File: src/rtl/wb_stage_pkg.sv
// Shared writeback-stage constants, bus layouts and load-op encodings.
// The MEM stage and register file use the same definitions.
package wb_stage_pkg;

  localparam int MEM_TO_WB_WD = 108;
  localparam int WB_TO_RF_WD  = 38;
  localparam int WB_TO_ID_WD  = 38;

  typedef enum logic [2:0] {
    LD_NONE = 3'b000,
    LD_LB   = 3'b001,
    LD_LBU  = 3'b010,
    LD_LH   = 3'b011,
    LD_LHU  = 3'b100,
    LD_LW   = 3'b101
  } ld_op_e;

  // MSB->LSB field order matches the MEM-stage bus packing.
  typedef struct packed {
    logic        valid;
    logic [31:0] pc;
    logic        rf_we;
    logic [4:0]  rf_waddr;
    logic [31:0] rf_wdata;
    logic [2:0]  ld_op;
    logic [1:0]  addr_lo;
    logic [31:0] mem_rdata;
  } mem_to_wb_t;

  typedef struct packed {
    logic        we;
    logic [4:0]  waddr;
    logic [31:0] wdata;
  } wb_to_rf_t;

endpackage

File: src/rtl/wb_stage_load_extend.sv
// Load-data extraction: byte/halfword select with sign/zero extension,
// plus alignment check for halfword and word loads.
module load_extend
  import wb_stage_pkg::*;
(
  input  logic [2:0]  ld_op_i,
  input  logic [1:0]  addr_lo_i,
  input  logic [31:0] mem_rdata_i,
  output logic        is_load_o,
  output logic [31:0] data_o,
  output logic        misalign_o
);

  logic [7:0]  byte_sel;
  logic [15:0] half_sel;

  always_comb begin
    case (addr_lo_i)
      2'd0:    byte_sel = mem_rdata_i[7:0];
      2'd1:    byte_sel = mem_rdata_i[15:8];
      2'd2:    byte_sel = mem_rdata_i[23:16];
      default: byte_sel = mem_rdata_i[31:24];
    endcase
    half_sel = addr_lo_i[1] ? mem_rdata_i[31:16] : mem_rdata_i[15:0];
  end

  // Reserved encodings 110/111 fall through as "no load".
  always_comb begin
    is_load_o  = 1'b1;
    data_o     = '0;
    misalign_o = 1'b0;
    case (ld_op_i)
      LD_LB:   data_o = {{24{byte_sel[7]}}, byte_sel};
      LD_LBU:  data_o = {24'd0, byte_sel};
      LD_LH: begin
        data_o     = {{16{half_sel[15]}}, half_sel};
        misalign_o = addr_lo_i[0];
      end
      LD_LHU: begin
        data_o     = {16'd0, half_sel};
        misalign_o = addr_lo_i[0];
      end
      LD_LW: begin
        data_o     = mem_rdata_i;
        misalign_o = (addr_lo_i != 2'd0);
      end
      default: is_load_o = 1'b0;
    endcase
  end

endmodule

File: src/rtl/wb_stage.sv
// Writeback stage: holds the MEM result, extends load data, drives the
// regfile write port, an identical ID bypass copy, trace and retire count.
module wb_stage
  import wb_stage_pkg::*;
(
  input  logic                    clk,
  input  logic                    rst,
  input  logic [5:0]              stall,
  input  logic                    flush,
  input  logic [MEM_TO_WB_WD-1:0] mem_to_wb_bus,
  output logic [WB_TO_RF_WD-1:0]  wb_to_rf_bus,
  output logic [WB_TO_ID_WD-1:0]  wb_to_id_bus,
  output logic [31:0]             debug_wb_pc,
  output logic [3:0]              debug_wb_rf_wen,
  output logic [4:0]              debug_wb_rf_wnum,
  output logic [31:0]             debug_wb_rf_wdata,
  output logic                    misalign_err,
  output logic [31:0]             retired_cnt
);

  mem_to_wb_t  wb_q, wb_d;
  logic [31:0] retired_q, retired_d;

  always_comb begin
    wb_d = mem_to_wb_bus;
    if (flush)         wb_d = '0;
    else if (stall[5]) wb_d = wb_q;
    else if (stall[4]) wb_d = '0;
    retired_d = retired_q;
    if (wb_q.valid && !stall[5]) retired_d = retired_q + 32'd1;
  end

  always_ff @(posedge clk) begin
    if (!rst) begin
      wb_q      <= '0;
      retired_q <= '0;
    end else begin
      wb_q      <= wb_d;
      retired_q <= retired_d;
    end
  end

  logic        ext_is_load, ext_misalign;
  logic [31:0] ext_data;

  load_extend u_load_extend (
    .ld_op_i     (wb_q.ld_op),
    .addr_lo_i   (wb_q.addr_lo),
    .mem_rdata_i (wb_q.mem_rdata),
    .is_load_o   (ext_is_load),
    .data_o      (ext_data),
    .misalign_o  (ext_misalign)
  );

  logic        mis, we;
  logic [31:0] wdata;
  wb_to_rf_t   rf_w;

  // Stale fields of a bubble must never raise an error or a write.
  assign mis   = wb_q.valid & ext_misalign;
  assign wdata = ext_is_load ? ext_data : wb_q.rf_wdata;
  assign we    = wb_q.valid & wb_q.rf_we & (wb_q.rf_waddr != 5'd0) & ~mis;

  assign rf_w.we    = we;
  assign rf_w.waddr = wb_q.rf_waddr;
  assign rf_w.wdata = wdata;

  assign wb_to_rf_bus      = rf_w;
  assign wb_to_id_bus      = rf_w;
  assign debug_wb_pc       = wb_q.pc;
  assign debug_wb_rf_wen   = {4{we}};
  assign debug_wb_rf_wnum  = wb_q.rf_waddr;
  assign debug_wb_rf_wdata = wdata;
  assign misalign_err      = mis;
  assign retired_cnt       = retired_q;

endmodule

File: config.mk
export PLATFORM = sky130hd
export DESIGN_NAME = wb_stage
export DESIGN_NICKNAME = d
export VERILOG_FILES = /design/src/rtl/wb_stage_pkg.sv /design/src/rtl/wb_stage_load_extend.sv /design/src/rtl/wb_stage.sv
export SDC_FILE = /design/constraint.sdc
export NUM_CORES = 1
export LEC_CHECK = 0
export ABC_AREA = 1
export BUFFER_PORTS_ARGS = -buffer_cell sky130_fd_sc_hd__buf_4
export CAP_MARGIN = 20
export CORE_AREA = 2 2 129 131
export DETAILED_ROUTE_END_ITERATION = 16
export DIE_AREA = 0 0 131 133
export PLACE_DENSITY_LB_ADDON = 0.3
export SYNTH_ARGS = -nofsm -noshare
export SYNTH_HDL_FRONTEND = slang
export SYNTH_HIERARCHICAL = 1
export SYNTH_SLANG_ARGS = --single-unit
File: constraint.sdc
create_clock -name clk -period 2.32 [get_ports clk]
set_clock_uncertainty 0.1 [all_clocks]
set_input_delay 0.464 -clock clk [delete_from_list [all_inputs] [get_ports clk]]
set_output_delay 0.464 -clock clk [all_outputs]
set_load 0.01 [all_outputs]
==> impl_metrics.ini <==
[setup_path]
path_max_fanout = 8
worst_ep_required_time_ps = 1760
endpoint_kind = primary output
path_class = reg -> out
worstPathArrival_ps = 2030
worstSetupStartpoint = wb_q[33]$_SDFFE_PP0N_
r2r_start = wb_q[107]$_SDFFE_PP0N_
critPathLaunchType = register

[floorplanning]
dieArea_um2 = 17420
coreArea_um2 = 16170
top_level_ports = 299
initial_core_util_pct = 48.43
die_w_um = 131
rows = 47
die_h_um = 133

[drt]
final_antenna_net_count = 0
vias = 7694
viasPerCell = 5.049
wirelength_mm = 23.50
drt_iter0_drc = 463
dr.pass1.iters = 7
drc_errors = 0
routedWlPerCell_um = 15.42

[sta]
fin_ws_ps = -278.7
worst_pin_slew_ps = 536.5
setup_viol = 102
fin_crit_ps = 2599
rsz0062_at_grt = yes
finalCritPeriodShare_pct = 112.0
relSlewSlack_pct = 63.95
hold_viol = 0
slew_viol_final = 0
tns_ps = -22210
fmax_ghz = 0.3848

[synth]
synthesis.area_um2 = 7831
yosys.area_share.simple_pct = 30.87
yosysMostFrequentCell = nand2_1
synthMuxAreaShare_pct = 4.601
yosys.area.top_type = dfxtp_1
synth-edff-count = 0
synth_area_leaders = dfxtp_1 36%, nand2_1 17%, buf_4 11%, a21oi_1 8.1%, mux2_2 4.5%
yosysWarnings = 6
synth_top_family_by_area = simple AND/OR/NAND/NOR gates
synth-seq-cells = 140
synthXorXnorAreaFrac_pct = 0.4474
syn_avg_cell_area_um2 = 7.094
async_reset_ff_share_pct = 0
synth.distinct_cells = 39
syn_inst = 1104
synthesis.nets = 1222
ys.flop_type = dfxtp_1
synthAdderAreaFrac_pct = 0.1598
synth_compound_area_share_pct = 10.18
synth_seq_area_share_pct = 35.79
synth_common_cells = 364 x nand2_1, 140 x dfxtp_1, 126 x a21oi_1
yosys.area.top_type_share_pct = 35.79

[finish]
area_delta_synth_final_pct = 43.97
layout.nets = 1409
final_util_pct = 69.72
num_antenna_cells = 0
drive_above_1_share_pct = 39.26

[placement]
place_ws_ps = 17.31
globalplace.congestion = 0.8699
hpwl_mm = 15.55
numPortBuffers = 294

[power]
power.share.clock_pct = 48.9
cellPowerDensity_nw_per_um2 = 531.7
vdd_ir_drop_max_mv = 0.4879
seq_power_share_pct = 41.2
power.switching_uw = 1430
p_leak_uw = 0.005086
sw_frac_of_total_pct = 23.85
internal_power_uw = 4565
share_comb_of_total_power_pct = 9.9

[clock_network]
numCtsBuffers = 17
clock-sinks = 140
clk_latency_ps = 420
clock_path_buffers = 2
clk_pin_slew_ps = 60
cts_root_buf = clkbuf_16
htreeDepth = 4
cts_tree = yes

[status]
status = complete, but fails checks
violations = setup timing

[global_routing]
antenna_found_initial = 0
grt_pass1_vias = 7210
grt_max_degree = 109
grtUsageTotal_pct = 25.77
gr-total-overflow = 0
grt_first_pass_wirelength_mm = 35.38

[min_path]
hold_start = mem_to_wb_bus[50]
hold_class = in -> reg

[run]
maxCapViolCount = 0
power by group through the flow:
stage	registers, uW	clock network (uW)	logic (uW)
global placement	2520	0	518
global route	2470	3070	642
finish	2470	2930	593
floorplan	2510	0	289
detailed placement	2520	0	524
CTS	2470	2970	582
registers in the layout (all words and copies together), names as in the netlist:
name,cells
debug_wb_pc,32
debug_wb_rf_wnum,5
wb_q,71
retired_cnt,32
area by class of cell:
class | instances | area (um^2)
inverters | 62 | 265.3
multi-input cells | 730 | 4094
clock buffers | 17 | 425.4
flip-flops and latches | 140 | 2821
fillers | 1332 | 4897
clock inverters | 15 | 212.7
well taps | 220 | 275.3
repair buffers | 340 | 3181
worst paths after layout:
path | end | slack, ps | cells after the start
worst max register to register | retired_cnt[15]$_SDFFE_PN0P_ | 600 | 6
worst min-delay path | wb_q[50]$_SDFFE_PP0N_ | 190 | 3
worst min register to register | debug_wb_pc[12]$_SDFFE_PP0N_ | 360 | 2
worst max-delay path | wb_to_id_bus[1] | -280 | 10
cell families after synthesis:
kind of cell	after synthesis
AO/OA/AOI/OAI	154
XOR/XNOR	4
adder cells (fa/ha/maj)	1
buffers and inverters	234
flip-flops	140
multiplexers	32
AND/OR/NAND/NOR	539
critical path, cell delays in order, from the launching register on:
cell and delay (ps):
dfxtp_4 400, buf_12 130, inv_8 30, buf_6 110
buf_8 130, nand2_2 60, nand2_1 70, a22oi_2 130
nand2_1 110, mux2_4 300, buf_6 130
metal layers:
layer  up-vias  share of wire [%]  track usage (%)
met5         -                  0                0
met4         0                1.5            7.861
met3        29                7.3            7.279
met2       260                 51            43.52
met1      3607                 41            31.60
li1       3798                  -                -
cell usage in the layout (no fill, tap or decap), drive strengths merged:
master / count
xor2: 4
nor2: 75
and2: 1
nand4: 11
buf: 339
nand3: 69
clkinvlp: 3
o21ai: 17
nor3: 9
o21bai: 1
ha: 1
nor3b: 1
a22oi: 7
o21a: 2
mux2: 32
bufinv: 4
dfxtp: 140
clkbuf: 18
a21oi: 126
a31oi: 1
nand2: 369
or2: 4
inv: 66
clkinv: 4
through the flow:
stage	power, uW	area, um^2	hold slack (ps)	std cells
final	5995	11270	190.6	1524
after global routing	6190	11270	180.0	1524
after CTS	6019	11020	173.5	1523
after detailed placement	3048	9475	350.6	1471
after global placement	3040	9475	346.3	1471
after floorplan	2804	7831	333.9	1104
timing repair:
| action | in CTS | in global routing |
|---|---|---|
| setup buffers | 16 | 4 |
| hold buffers | 0 | 0 |
| hold endpoints to repair | 0 | 0 |
| pin swaps | 20 | 16 |
| gates resized for setup | 182 | 68 |
| cloned | 4 | 0 |
| setup endpoints to repair | 103 | 102 |
Power figures use the tool's default switching activity.
